[src/rtl/truth_table_sweeper.sv]
// Self-checking sweeper for the 4-input breadboard logic block: drives all 16
// input vectors, waits a settle time, samples r6..r9 and compares to golden.
module truth_table_sweeper #(
    parameter int          SETTLE_CYCLES = 2,
    parameter logic [15:0] EXP6          = 16'h212E,
    parameter logic [15:0] EXP7          = 16'h1668,
    parameter logic [15:0] EXP8          = 16'h8888,
    parameter logic [15:0] EXP9          = 16'h6996
) (
    input  logic       clk,
    input  logic       rst,
    input  logic       start,
    input  logic       abort,
    output logic       w,
    output logic       x,
    output logic       y,
    output logic       z,
    input  logic       r6,
    input  logic       r7,
    input  logic       r8,
    input  logic       r9,
    output logic       busy,
    output logic       done,
    output logic       pass,
    output logic [4:0] err_count,
    output logic [3:0] fail_mask,
    output logic [3:0] first_fail_idx,
    output logic       first_fail_valid
);

    // state  | meaning
    // IDLE   | waiting for start, outputs cleared
    // SETTLE | holding current vector while settle counter runs down
    // SAMPLE | one cycle: compare r6..r9 against golden, advance or finish
    // DONE   | sweep complete, results held until next start
    typedef enum logic [1:0] {IDLE, SETTLE, SAMPLE, DONE} state_t;

    localparam logic [3:0] CNT_LOAD = 4'(SETTLE_CYCLES - 1);

    state_t     state_q;
    logic [3:0] idx_q;
    logic [3:0] cnt_q;
    logic       busy_q;
    logic       done_q;
    logic       pass_q;
    logic [4:0] err_q;
    logic [3:0] mask_q;
    logic [3:0] ffi_q;
    logic       ffv_q;

    logic [3:0] exp_vec;
    logic [3:0] mism;
    logic [4:0] err_d;
    logic [3:0] mask_d;

    assign exp_vec = {EXP9[idx_q], EXP8[idx_q], EXP7[idx_q], EXP6[idx_q]};
    assign mism    = {r9, r8, r7, r6} ^ exp_vec;
    assign err_d   = err_q + {4'b0000, |mism};
    assign mask_d  = mask_q | mism;

    always_ff @(posedge clk or posedge rst) begin
        if (rst) begin
            state_q <= IDLE;
            idx_q   <= 4'h0;
            cnt_q   <= 4'h0;
            busy_q  <= 1'b0;
            done_q  <= 1'b0;
            pass_q  <= 1'b0;
            err_q   <= 5'd0;
            mask_q  <= 4'h0;
            ffi_q   <= 4'h0;
            ffv_q   <= 1'b0;
        end else begin
            case (state_q)
                IDLE, DONE: begin
                    if (start) begin
                        state_q <= SETTLE;
                        idx_q   <= 4'h0;
                        cnt_q   <= CNT_LOAD;
                        busy_q  <= 1'b1;
                        done_q  <= 1'b0;
                        pass_q  <= 1'b0;
                        err_q   <= 5'd0;
                        mask_q  <= 4'h0;
                        ffi_q   <= 4'h0;
                        ffv_q   <= 1'b0;
                    end
                end
                SETTLE: begin
                    if (abort) begin
                        state_q <= IDLE;
                        idx_q   <= 4'h0;
                        busy_q  <= 1'b0;
                        done_q  <= 1'b0;
                        pass_q  <= 1'b0;
                    end else if (cnt_q == 4'h0) begin
                        state_q <= SAMPLE;
                    end else begin
                        cnt_q <= cnt_q - 4'h1;
                    end
                end
                SAMPLE: begin
                    // abort wins over the sample: the pending vector is not scored
                    if (abort) begin
                        state_q <= IDLE;
                        idx_q   <= 4'h0;
                        busy_q  <= 1'b0;
                        done_q  <= 1'b0;
                        pass_q  <= 1'b0;
                    end else begin
                        if (mism != 4'h0) begin
                            err_q  <= err_d;
                            mask_q <= mask_d;
                            if (!ffv_q) begin
                                ffi_q <= idx_q;
                                ffv_q <= 1'b1;
                            end
                        end
                        if (idx_q == 4'hF) begin
                            state_q <= DONE;
                            busy_q  <= 1'b0;
                            done_q  <= 1'b1;
                            pass_q  <= (err_d == 5'd0);
                        end else begin
                            state_q <= SETTLE;
                            idx_q   <= idx_q + 4'h1;
                            cnt_q   <= CNT_LOAD;
                        end
                    end
                end
                default: state_q <= IDLE;
            endcase
        end
    end

    assign {w, x, y, z}     = idx_q;
    assign busy             = busy_q;
    assign done             = done_q;
    assign pass             = pass_q;
    assign err_count        = err_q;
    assign fail_mask        = mask_q;
    assign first_fail_idx   = ffi_q;
    assign first_fail_valid = ffv_q;

endmodule

[config.mk]
export PLATFORM = sky130hd
export DESIGN_NAME = truth_table_sweeper
export DESIGN_NICKNAME = d
export VERILOG_FILES = /design/src/rtl/truth_table_sweeper.sv
export SDC_FILE = /design/constraint.sdc
export NUM_CORES = 1
export LEC_CHECK = 0
export BUFFER_PORTS_ARGS = -buffer_cell sky130_fd_sc_hd__buf_2
export CAP_MARGIN = 15
export CORE_ASPECT_RATIO = 0.7
export CORE_UTILIZATION = 58
export CTS_BUF_LIST = sky130_fd_sc_hd__clkbuf_2
export DETAILED_ROUTE_END_ITERATION = 16
export PLACE_DENSITY_LB_ADDON = 0.3
export SETUP_SLACK_MARGIN = 0.3
export SYNTH_ARGS = -nofsm -noshare
export SYNTH_HDL_FRONTEND = slang
export SYNTH_SLANG_ARGS = --single-unit
[constraint.sdc]
create_clock -name clk -period 3.23 [get_ports clk]
set_input_delay 0.323 -clock clk [delete_from_list [all_inputs] [get_ports clk]]
set_output_delay 0.323 -clock clk [all_outputs]
set_load 0.02 [all_outputs]
==> metrics.md <==
| Metric | Value |
|---|---|
| Hold Crit Class | `primary input to register` |
| Routed len/inst | `15.1 microns` |
| CP max stage cell | `dfrtp_2` |
| Total track usage | `roughly a quarter` |
| Final period demand of the worst path | `2800 ps` |
| Worst EP arrival | `3130 ps` |
| DRC | `0` |
| CP most frequent cell | `ha_1` |
| Die W | `66.3 microns` |
| Starting DRT DRC Count | `about 100` |
| Io pins | `29` |
| IO Port Bufs | `28` |
| Relative slew margins | `42.6%` |
| Fin. max-slew vios | `0` |
| Met3 usage | `6.55%` |
| Overall routed net length | `3740 microns` |
| Share of layout cells above drive strength 1 | `24.9%` |
| Die H | `~47 microns` |
| DRT antenna net count | `0` |
| CTS H-Tree Depth | `1` |
| CP top delay family | `adder cells` |
| RePlAce Congestion | `around 0.86` |
| Yosys cell types | `41` |
| Outcome | `finished, final reports clean` |
| Fmax | `0.357 GHz` |
| Synth Cell Area | `1680 sq um` |
| CTS Buffer Depth | `2` |
| Cells after Synth | `180` |
| Final Hold Fails | `0` |
| Nets@finish | `230` |
| Core Area | `2590 sq um` |
| Clk sink count | `27` |
| Setup repair after global routing missed its margin | `no` |
| Syn_nets | `196` |
| Vias in the first global route | `roughly 1.3k` |
| Leakage Power | `0.931 nW` |
| Critical path buffer and inverter count | `1` |
| Met2 usage | `42.9%` |
| Crit path cell chain | `buf_4 -> ha_1 -> mux2i_1 -> mux2i_1 -> a211oi_4 -> nand2_2 -> ha_1 -> ha_1 -> nor2b_1 -> nor4b_2 -> a32o_1` |
| Most common cell after layout, fill and taps aside | `buf_2` |
| Initial antenna violation count | `0` |
| Fin crit share | `86.8%` |
| Startpoint types | `register` |
| GR Util met1 | `34.8%` |
| Area Growth Syn to Fin | `15.9%` |
| Layout Skew | `8.90 ps` |
| Vias | `1490` |
| CP max stage delay | `between 400 and 500 ps` |
| Final Total Pwr | `1.30 mW` |
| Die ar. | `roughly 3100 sq um` |
| Peak VDD IR | `0.339 mV` |
| Final WS setup | `427 ps` |
| Gr busiest metal | `met2` |
| Clock root buffer | `clkbuf_2` |
| Sequential element share of the synthesized area | `40.2%` |
| CTS buffer count | `3` |
| Largest net degree at the start of global routing | `28` |
| Core Rows | `15` |
| N_diodes | `0` |
| Pre-CTS setup slack | `approximately 180 ps` |
| Initial Util | `64.8%` |
| Power per cell area | `around 670 nW/um^2` |
| CTS clk-pin slew, worst paths | `250 ps` |
| Setup TNS | `0 ps` |
| CP max FO | `6` |
| CP Class | `register to register` |
| Clk Latency, worst-skew pair | `370 ps` |
| YS warnings | `0` |
| Most frequent cells in the layout | `buf_2, dfrtp_1, nand2_1` |
| Setup violations, final | `0` |
| Pre-antenna DRT Iters | `4` |
| Slew of the pin with the lowest slew margin | `853 ps` |
| Worst EP required | `~3600 ps` |
| Seq cells post-synth | `27` |
| Element type at the critical path end | `register` |
| Overflow after GRT | `0` |
| DP HPWL | `2740 microns` |
| CTS tree | `yes` |
| Post-Syn Area per Cell | `9.33 sq um` |
| Via density | `around 6` |
| First-pass GRT wire length | `5950 microns` |
| Max cap viols | `0` |
-- final cells by class --
type | instances | area [sq um]
multi-input cells | 132 | 935
flip-flops and latches | 27 | 678
fillers | 187 | 643
repair buffers | 35 | 215
inverters | 15 | 56.3
well taps | 34 | 42.5
clock buffers | 4 | 20.0
-- sequential cells by signal, summed over array words and instances, names as in the netlist, 2 cells and up --
name	count
fail_mask	4
first_fail_idx	4
cnt_q	4
idx_q	4
state_q	2
err_count	5
-- final timing paths --
| kind | from | endpoint | slack, ps | cells after the start |
|---|---|---|---|---|
| worst max-delay path | idx_q[1] | pass | 430 | 11 |
| worst min-delay path | r8 | fail_mask[2] | 330 | 4 |
| worst max register to register | idx_q[1] | pass | 430 | 11 |
| worst min register to register | first_fail_idx[2] | first_fail_idx[2] | 530 | 1 |
| max in group asynchronous | rst | err_count[2] | 2260 | 4 |
| min in group asynchronous | rst | idx_q[3] | 500 | 3 |
-- stage by stage --
step / util (%) / instances / hold WS [ps] / cell area [sq um]
after floorplan: - / 180 / 376 / 1680
final: 75.2 / 247 / 332 / 1950
after detailed placement: 71.1 / 237 / 483 / 1840
after global routing: 75.2 / 247 / 335 / 1950
after CTS: 72.9 / 244 / 188 / 1890
after global placement: 71.1 / 237 / 470 / 1840
-- cell families after synthesis --
logic type	synth area share (%)
buf+inv	5.22
compound gates	21.3
mux	5.14
flops	40.2
xor+xnor	4.17
fa+ha+maj	5.96
simple gates	18.0
-- cells in the mapped netlist --
library cell	count	share of area (%)
dfrtp_1	27	40
nand2_1	19	4.2
nor2_1	18	4.0
inv_1	15	3.4
o21ai_0	11	3.3
a21oi_1	10	3.0
ha_1	8	6.0
mux2i_1	6	3.6
nand3_1	6	1.8
o2bb2ai_1	5	2.6
xnor2_1	5	2.6
a32o_1	4	2.4
clkbuf_1	4	0.89
and3_1	3	1.1
nand2b_1	3	1.1
nor2b_1	3	1.1
nor3_1	3	0.89
xor2_1	3	1.6
a211o_1	2	1.0
a211oi_4	2	2.4
o31ai_1	2	0.89
or4_1	2	0.89
a211oi_2	1	0.75
a2bb2oi_1	1	0.52
a31oi_1	1	0.37
a31oi_4	1	1.3
buf_2	1	0.30
buf_6	1	0.67
mux2_2	1	0.67
mux2_4	1	0.89
nand2_2	1	0.37
nand3_2	1	0.60
nand4b_1	1	0.52
nor4_1	1	0.37
nor4b_1	1	0.52
o2111ai_1	1	0.52
o211ai_1	1	0.45
o21ai_1	1	0.30
o21ai_4	1	0.97
o32a_1	1	0.60
or2_2	1	0.37
-- metal layers --
metal  up-vias  wire (microns)
met5         -               0
met2        69            1700
met3         6             276
li1        702               -
met1       713            1720
met4         0              46
-- worst min-delay path, delay by kind of cell --
family,cells,cell delay [ps]
buffers and inverters,1,80
XOR/XNOR,1,110
AND/OR/NAND/NOR,1,50
AO/OA/AOI/OAI,1,140
-- timing repair --
action | CTS | global route
pin swaps | 1 | 0
setup buffers | 3 | 1
endpoints found under the setup margin | 1 | 1
resized for setup | 1 | 2
endpoints found under the hold margin | 0 | 12
hold buffers | 0 | 1
-- where the power goes --
group | switching (mW) | leakage, nW | internal, mW
registers | 0.0644 | 0.359 | 0.412
clock network | 0.102 | 0.0166 | 0.0326
logic | 0.430 | 0.556 | 0.261
total | 0.596 | 0.931 | 0.706
Power figures use the tool's default switching activity.
